--- config.mk ---
export PLATFORM = sky130hd
export DESIGN_NAME = sar_step_gen
export DESIGN_NICKNAME = d
export VERILOG_FILES = /design/src/rtl/fmdll_pkg.sv /design/src/rtl/pd_vote_acc.sv /design/src/rtl/sar_step_gen.sv
export SDC_FILE = /design/constraint.sdc
export NUM_CORES = 1
export LEC_CHECK = 0
export ABC_AREA = 1
export CAP_MARGIN = 20
export CORE_MARGIN = 10
export CORE_UTILIZATION = 55
export DETAILED_ROUTE_END_ITERATION = 8
export GPL_TIMING_DRIVEN = 0
export HOLD_SLACK_MARGIN = 0.02
export PLACE_DENSITY = 0.78
export RECOVER_POWER = 25
export SYNTH_ARGS = -nofsm -noshare
export SYNTH_HDL_FRONTEND = slang
export SYNTH_SLANG_ARGS = --single-unit
--- constraint.sdc ---
create_clock -name i_clk -period 1.5 [get_ports i_clk]
set_clock_uncertainty 0.05 [all_clocks]
set_input_delay 0.3 -clock i_clk [delete_from_list [all_inputs] [get_ports i_clk]]
set_output_delay 0.3 -clock i_clk [all_outputs]
set_load 0.02 [all_outputs]
--- src/rtl/fmdll_pkg.sv ---
// fmdll_pkg: shared SAR sequencer types and defaults for the FMDLL loop
//   Contents: state_t (IDLE..DONE), SAR_NBITS, SAR_RST_CODE,
//   DEF_SETTLE_CYC, DEF_WIN
package fmdll_pkg;
    localparam int                   SAR_NBITS      = 10;
    localparam logic [SAR_NBITS-1:0] SAR_RST_CODE   = 10'b1000000000;
    localparam int                   DEF_SETTLE_CYC = 8;
    localparam int                   DEF_WIN        = 15;
    typedef enum logic [2:0] {IDLE, CLR, SETTLE, SAMPLE, DECIDE, DONE} state_t;
endpackage

--- src/rtl/pd_vote_acc.sv ---
// pd_vote_acc: synchronises the PD lead bit and majority-votes it over a window
//   i_clk, i_rst_n  : clock, async active-low reset
//   i_clr           : clears window and lead counters
//   i_en            : accumulate one synced sample per cycle
//   i_pd_lead       : raw async PD output
//   o_win_done      : high in the last enabled cycle of the window
//   o_lead_major    : vote result including the current sample
module pd_vote_acc #(
    parameter int WIN = 15
) (
    input  logic i_clk,
    input  logic i_rst_n,
    input  logic i_clr,
    input  logic i_en,
    input  logic i_pd_lead,
    output logic o_win_done,
    output logic o_lead_major
);
    localparam int CW = $clog2(WIN + 1);
    logic [1:0]    r_sync;
    logic [CW-1:0] r_win_cnt;
    logic [CW-1:0] r_lead_cnt;
    logic [CW-1:0] w_lead_nxt;
    // Saturating add; the last sample is folded in combinationally so the
    // decision can be registered in the same cycle the window closes.
    assign w_lead_nxt   = (r_lead_cnt == CW'(WIN)) ? r_lead_cnt : r_lead_cnt + CW'(r_sync[1]);
    assign o_win_done   = i_en && (r_win_cnt == CW'(WIN - 1));
    assign o_lead_major = w_lead_nxt > CW'(WIN / 2);
    always_ff @(posedge i_clk or negedge i_rst_n) begin
        if (!i_rst_n) begin
            r_sync     <= '0;
            r_win_cnt  <= '0;
            r_lead_cnt <= '0;
        end else begin
            r_sync <= {r_sync[0], i_pd_lead};
            if (i_clr) begin
                r_win_cnt  <= '0;
                r_lead_cnt <= '0;
            end else if (i_en) begin
                r_win_cnt  <= r_win_cnt + 1'b1;
                r_lead_cnt <= w_lead_nxt;
            end
        end
    end
endmodule

--- src/rtl/sar_step_gen.sv ---
// sar_step_gen: SAR step sequencer for the FMDLL loop
//   i_clk, i_rst_n  : clock, async active-low reset
//   i_start         : rising edge starts (or restarts) a conversion
//   i_pd_lead       : raw async PD lead bit
//   o_comp          : voted decision to SAR COMP (1 = lead)
//   o_step          : one-cycle SAR clock enable
//   o_sar_rst_n     : one-cycle active-low SAR re-init
//   o_busy, o_done  : conversion in progress / complete (sticky)
//   o_step_idx      : SAR bit currently being decided
//   Macro SAR_TRACK_EN: keep stepping the LSB after done to track drift.
module sar_step_gen import fmdll_pkg::*; #(
    parameter int NBITS      = SAR_NBITS,
    parameter int SETTLE_CYC = DEF_SETTLE_CYC,
    parameter int WIN        = DEF_WIN
) (
    input  logic       i_clk,
    input  logic       i_rst_n,
    input  logic       i_start,
    input  logic       i_pd_lead,
    output logic       o_comp,
    output logic       o_step,
    output logic       o_sar_rst_n,
    output logic       o_busy,
    output logic       o_done,
    output logic [3:0] o_step_idx
);
`ifdef SAR_TRACK_EN
    localparam bit TRACK = 1'b1;
`else
    localparam bit TRACK = 1'b0;
`endif
    localparam int         SW      = $clog2(SETTLE_CYC + 1);
    localparam logic [3:0] IDX_TOP = 4'(NBITS - 1);
    state_t        r_state;
    logic          r_start_q;
    logic          r_start_qq;
    logic [SW-1:0] r_cnt;
    logic          w_start_edge;
    logic          w_win_done;
    logic          w_lead_major;
    assign w_start_edge = r_start_q & ~r_start_qq;
    pd_vote_acc #(.WIN(WIN)) u_vote (
        .i_clk       (i_clk),
        .i_rst_n     (i_rst_n),
        .i_clr       (r_state == SETTLE),
        .i_en        (r_state == SAMPLE),
        .i_pd_lead   (i_pd_lead),
        .o_win_done  (w_win_done),
        .o_lead_major(w_lead_major)
    );
    // DECIDE spans two cycles: comp is already valid in the first, the step
    // strobe is raised in the second, so comp is stable before and during it.
    always_ff @(posedge i_clk or negedge i_rst_n) begin
        if (!i_rst_n) begin
            r_state     <= IDLE;
            r_start_q   <= 1'b0;
            r_start_qq  <= 1'b0;
            r_cnt       <= '0;
            o_comp      <= 1'b0;
            o_step      <= 1'b0;
            o_sar_rst_n <= 1'b1;
            o_busy      <= 1'b0;
            o_done      <= 1'b0;
            o_step_idx  <= IDX_TOP;
        end else begin
            r_start_q   <= i_start;
            r_start_qq  <= r_start_q;
            o_step      <= 1'b0;
            o_sar_rst_n <= 1'b1;
            if (w_start_edge) begin
                r_state     <= CLR;
                r_cnt       <= '0;
                o_sar_rst_n <= 1'b0;
                o_step_idx  <= IDX_TOP;
                o_done      <= 1'b0;
                o_busy      <= 1'b1;
            end else begin
                case (r_state)
                    CLR: r_state <= SETTLE;
                    SETTLE: begin
                        r_cnt   <= (r_cnt == SW'(SETTLE_CYC - 1)) ? '0 : r_cnt + 1'b1;
                        r_state <= (r_cnt == SW'(SETTLE_CYC - 1)) ? SAMPLE : SETTLE;
                    end
                    SAMPLE: if (w_win_done) begin
                        o_comp  <= w_lead_major;
                        r_state <= DECIDE;
                    end
                    DECIDE: if (!o_step) begin
                        o_step <= 1'b1;
                    end else if (o_step_idx == 4'd0) begin
                        o_done  <= 1'b1;
                        o_busy  <= 1'b0;
                        r_state <= TRACK ? SETTLE : DONE;
                    end else begin
                        o_step_idx <= o_step_idx - 1'b1;
                        r_state    <= SETTLE;
                    end
                    default: ;
                endcase
            end
        end
    end
endmodule
==> results.md, run 1 <==
* TNS Setup at 0 ns
* Worst-Margin Slew at roughly 0.7 ns
* CTS clk-pin slew, worst paths at 0.15 ns
* Leak at 0.000823 uW
* Antenna violations before repair at 0
* # setup viols final at 0
* Layout Nets at 190
* Crit path required time at roughly 1.2 ns
* Layout area overhead at 19.2%
* Mean routed wirelength per cell at 13.8 um
* Largest cells by area after synthesis: dfrtp_1 45%, nand2_1 8.6%, ha_1 6.2%
* Crit path capture: o_step_idx[1]
* Post-synthesis register bit count at 28
* Final estimated routing congestion in global placement at approximately 0.8
* Post-synth top cells: 32 x nand2_1, 25 x dfrtp_1, 16 x inv_1, 15 x nor2_1, 12 x nand3_1
* Number of CTS-inserted buffers at 3
* Detail Route Antenna Nets at 0
* Post-synth EDFFs at 0
* Critical path arrival at roughly 1.1 ns
* CP Buf/Inv Count at 1
* Port buffer count at 12
* Multi-input logic area at 648 um2
* Slowest CP cell: dfrtp_1
* Final Cycle Share at 96.6%
* Synthesized cell area at 0.00140 mm2
* Crit path capture type: output pin
* Synth top area share at ~45%
* Initial Utilization at 57.2%
* Non-Filler Instances at 208
* Slowest stage delay, CP at 0.43 ns
* Largest net degree at the start of global routing at 17
* Die extent in x at 70.5 um
* Slew Limit Headroom at between 50 and 60%
* Final Power at 2460 uW
* Critical path class: flip-flop to output pin
* Top_reg_cell synth: dfrtp_1
* First-pass GRT wire length at 4840 um
* CTS Root Cell: clkbuf_4
* Crit-path max FO at 3
* # DRC at 0
* Synth async-reset ratio at 100%
* Clock sink count at 28
* DR iter-0 viols at 87
* Mean post-synth cell area at around 8.9 um2
* # diodes at 0
* # fillers at 184
* Critical path origin: o_step_idx[1]
* Tmin final at 1.45 ns
* Drt first pass iters at 4
* Vias at 1116
* IO Count at 13
* Max clock buf depth at 2
* Pwr dens at 1470 mW/mm2
* Number of global-route vias before repair at 1132
* WP depth at 1
* Later-pin clock latency in the skew report at 0.33 ns
* Seq/Total Area, Yosys at 50.2%
* Crit-path cells: dlygate4sd2_1
* Hold Crit Class: flip-flop to flip-flop
* Mapped Cells at 158
* Die H at 70.5 um
* Post-DP HPWL at 2090 um
* CTS tree: built
* Outcome: complete, no violations
* Count leader, synth: nand2_1
* Max Slew Vio Count at 0
* CP startpoint kind: flip-flop
* H-tree Lvls at 1
* Die area at 0.00497 mm2
* Yosys warning total at 0
* Fmax at about 0.69 GHz
* FP Rows at 18
* Number of hold buffers added after cts at 0
* Family with the most delay on the worst path: flip-flops
* Worst r2r path cells at 9
* Placed Instances at roughly 200
* Worst vdd ir at approximately 1 mV
* Synth Net Count at 169
* Grt total ovfl at 0
* Total GRT Usage at 11.6%
* Reg2Reg Setup Slack at roughly 0.060 ns
* Core Region at 0.00245 mm2
* Final WL at 2860 um
* Reg2reg start: o_step_idx[0]
* Register Area at 708 um2
* Hold Fails Final Rpt at 0
* Area leader, netlist: dfrtp_1
* Reg-to-Reg End: r_state[0]
* Vias per cell at 5.37
* Max_cap viols at 0
* Distinct cells, synth at 28
* Layout cell share with drive strength beyond 1 at a little over a fifth
* Min-Delay Path Depth at 0
-- sequential cells by signal, indices dropped and copies added, names as in the netlist, 2 cells and up --
signal and cells:
o_step_idx 4, r_cnt 4, u_vote.r_lead_cnt 4, u_vote.r_win_cnt 4
r_state 3, u_vote.r_sync 2
-- cell usage in the layout, fill, tap and decap left out --
cell           count
nand2_1           30
dfrtp_1           22
inv_1             14
nor2_1            13
nand3_1           12
o21ai_0           10
nand2_2            8
a21oi_1            6
ha_1               6
dlygate4sd2_1      6
inv_2              4
buf_4              4
nor2_2             3
xor2_1             3
o21ai_1            3
clkbuf_4           3
dlygate4sd3_1      3
dfstp_2            3
dfrtp_2            3
buf_2              3
nand4_1            2
nor2_4             2
nor3_1             2
clkinv_1           1
nor2_8             1
nand2_4            1
nand3_4            1
and3_1             1
o21a_1             1
o22ai_1            1
a31oi_1            1
o21bai_1           1
xnor2_1            1
ha_4               1
bufinv_16          1
buf_16             1
-- how the worst min path moves through the flow --
| stage | from | end | slack (ns) |
|---|---|---|---|
| after floorplan | i_rst_n | o_busy | -0.05 |
| after global placement | u_vote.r_sync[0] | u_vote.r_sync[1] | 0.28 |
| after detailed placement | u_vote.r_sync[0] | u_vote.r_sync[1] | 0.29 |
| after CTS | u_vote.r_sync[0] | u_vote.r_sync[1] | 0.32 |
| after global routing | u_vote.r_sync[0] | u_vote.r_sync[1] | 0.34 |
| final | u_vote.r_sync[0] | u_vote.r_sync[1] | 0.32 |
-- per-layer routing --
layer,wire [um],GRT usage [%],vias up
li1,-,-,549
met1,1240,12.4,548
met2,1490,21.0,14
met3,101,3.39,5
met4,36,4.39,0
met5,0,0,-
-- stage by stage --
step / cell area (um2) / setup WS, ns / util, % / hold slack (ns)
after floorplan: 1400 / 0.0387 / - / -0.0456
after global placement: 1560 / -0.311 / 63.6 / 0.285
after detailed placement: 1590 / 0.0143 / 64.7 / 0.291
after CTS: 1630 / 0.0148 / 66.3 / 0.324
after global routing: 1670 / -0.0111 / 68.1 / 0.337
final: 1670 / 0.0504 / 68.1 / 0.324
-- kinds of logic (layout without fill, tap and decap cells) --
group / count (synthesis) / after routing / share of synthesized area [%]
simple gates: 76 / 76 / 26.7
flops: 28 / 28 / 50.2
compound gates: 23 / 23 / 8.74
buf+inv: 20 / 40 / 5.62
fa+ha+maj: 7 / 7 / 6.24
xor+xnor: 4 / 4 / 2.50
-- report_power, final --
| part | internal (uW) | switching, uW | total (uW) |
|---|---|---|---|
| logic | 313 | 602 | 915 |
| clock network | 271 | 231 | 502 |
| registers | 899 | 145 | 1040 |
| total | 1480 | 978 | 2460 |
-- cell type report --
class	count	share of cell area [%]
Sequential cell	28	42.3
Multi-Input combinational cell	110	38.7
Timing Repair Buffer	16	8.83
Inverter	19	4.26
Tap cell	30	2.24
Clock inverter	1	1.80
Clock buffer	3	1.35
Buffer	1	0.449
-- what timing repair did --
item,CTS,global route
buffers inserted,1,2
setup endpoints to repair,9,10
resized for setup,19,11
endpoints found under the hold margin,0,0
pin swaps,0,2
No activity file was read; power rests on OpenSTA's default activity.
==> run 2: changes to the inputs <==
--- a/config.mk
+++ b/config.mk
@@ -7,7 +7,7 @@
 export LEC_CHECK = 0
 export ABC_AREA = 1
 export CAP_MARGIN = 20
-export CORE_MARGIN = 10
+export CORE_MARGIN = 2
 export CORE_UTILIZATION = 55
 export DETAILED_ROUTE_END_ITERATION = 8
 export GPL_TIMING_DRIVEN = 0
==> results.md, run 2 (same netlist as run 1, synthesis figures left out) <==
* Outcome: complete, no violations
* # DRC at 0
* Leak at 0.000806 uW
* FP Rows at 18
* Grt total ovfl at 0
* # setup viols final at 0
* IO Count at 13
* Number of global-route vias before repair at 1099
* Crit path required time at ~1.2 ns
* CTS Root Cell: clkbuf_4
* CP startpoint kind: flip-flop
* Crit-path max FO at 2
* RSZ-0062 raised after global routing: true
* Min Hold Slack at between 0.2 and 0.25 ns
* Layout Nets at 189
* Worst-Margin Slew at 0.503 ns
* Layout area overhead at 15.1%
* Max_cap viols at 0
* Mean routed wirelength per cell at 12.7 um
* # diodes at 0
* Final estimated routing congestion in global placement at 0.829
* Slowest stage delay, CP at 0.42 ns
* Family with the most delay on the worst path: flip-flops
* Clock sink count at 28
* Initial Utilization at between 50% and 60%
* Die extent in x at 54.5 um
* Reg2Reg Setup Slack at about 0.071 ns
* Layout cell share with drive strength beyond 1 at 18.6%
* Register Area at 707 um2
* Core Region at 0.00245 mm2
* Tmin final at 1.43 ns
* Total GRT Usage at 21.1%
* Hold Fails Final Rpt at 0
* CTS tree: built
* Fmax at 0.700 GHz
* Pwr dens at between 1000 and 1500 mW/mm2
* Drt first pass iters at 4
* Final core utilization at approximately 66%
* Number of CTS-inserted buffers at 3
* Later-pin clock latency in the skew report at 0.34 ns
* Critical path arrival at roughly 1.1 ns
* Final WL at 2620 um
* Worst vdd ir at 0.842 mV
* H-tree Lvls at 1
* Crit-path cells: dlygate4sd2_1
* Vias per cell at between 5 and 6
* Commonest non-fill, non-tap cell in the layout: nand2_1
* Hold Crit Class: input port to async pin
* Die area at 0.00297 mm2
* # fillers at 211
* Slew Limit Headroom at 66.5%
* Final Cycle Share at 95.3%
* Antenna violations before repair at 0
* Critical path class: flip-flop to output pin
* Vias at 1109
* Largest net degree at the start of global routing at 22
* TNS Setup at 0 ns
* First-pass GRT wire length at 4490 um
* Post-DP HPWL at 1990 um
* CTS clk-pin slew, worst paths at 0.15 ns
* Max Slew Vio Count at 0
* Slowest CP cell: dfrtp_1
* CP Buf/Inv Count at 1
* Port buffer count at 12
* Max clock buf depth at 2
* Crit path capture type: output pin
* Most frequent cells in the layout: 32 x nand2_1, 23 x dfrtp_1, 16 x inv_1
* Number of hold buffers added after cts at 0
* DR iter-0 viols at 12
* Die H at between 50 and 60 um
* Detail Route Antenna Nets at 0
* Multi-input logic area at 626 um2
-- run 2: changes by cell type in the layout (fill, tap and decap cells not counted), moves of 2 or more --
| cell | change |
|---|---|
| nand2_1 | +2 |
| inv_2 | -2 |
| clkbuf_2 | +2 |
| nand2_2 | -2 |
| inv_1 | +2 |
-- run 2: metal layers --
layer	vias to the layer above	GRT usage (%)	part of all wire, %
li1	546	-	-
met1	533	25.9	45
met2	25	36.1	50
met3	5	3.55	3.1
met4	0	9.58	1.7
met5	-	0	0
-- run 2: worst paths after layout --
path / start / endpoint / depth (start not counted)
min in group i_clk: u_vote.r_sync[0] / u_vote.r_sync[1] / 0
max in group asynchronous: i_rst_n / r_state[0] / 2
hold reg to reg: u_vote.r_sync[0] / u_vote.r_sync[1] / 0
setup / recovery: o_comp / o_comp / 1
setup reg to reg: o_step_idx[0] / o_step_idx[3] / 7
hold / removal: i_rst_n / u_vote.r_lead_cnt[1] / 1
-- run 2: layout make-up --
type                       instances  area share, %
buffer                             1          0.465
clock buffer                       3           1.39
clock inverter                     1           1.86
inverter                          19           4.42
multi-input combinational        110           38.7
sequential                        28           43.8
tap                               30           2.32
timing repair buffer              15           7.05
-- run 2: repair_timing --
| action | CTS | global route |
|---|---|---|
| gates resized for setup | 18 | 6 |
| setup endpoints to repair | 9 | 11 |
| gates cloned | 0 | 0 |
| setup buffers | 1 | 1 |
| pin swaps | 0 | 1 |
-- run 2: where the power goes --
part	switching, uW	internal [uW]	total (uW)	leakage [uW]
Combinational	562	285	847	0.000424
Sequential	150	897	1050	0.000354
Clock	228	271	498	0.0000279
-- run 2: metrics by stage --
step	std cells	power (uW)	setup slack, ns	cell area [um2]
3_3_place_gp	200	1850	-0.290	1560
6_report	207	2390	0.0709	1620
4_1_cts	206	2410	0.00784	1630
2_1_floorplan	158	1680	0.0387	1400
3_5_place_dp	201	1920	0.00897	1590
5_1_grt	207	2560	-0.0239	1620
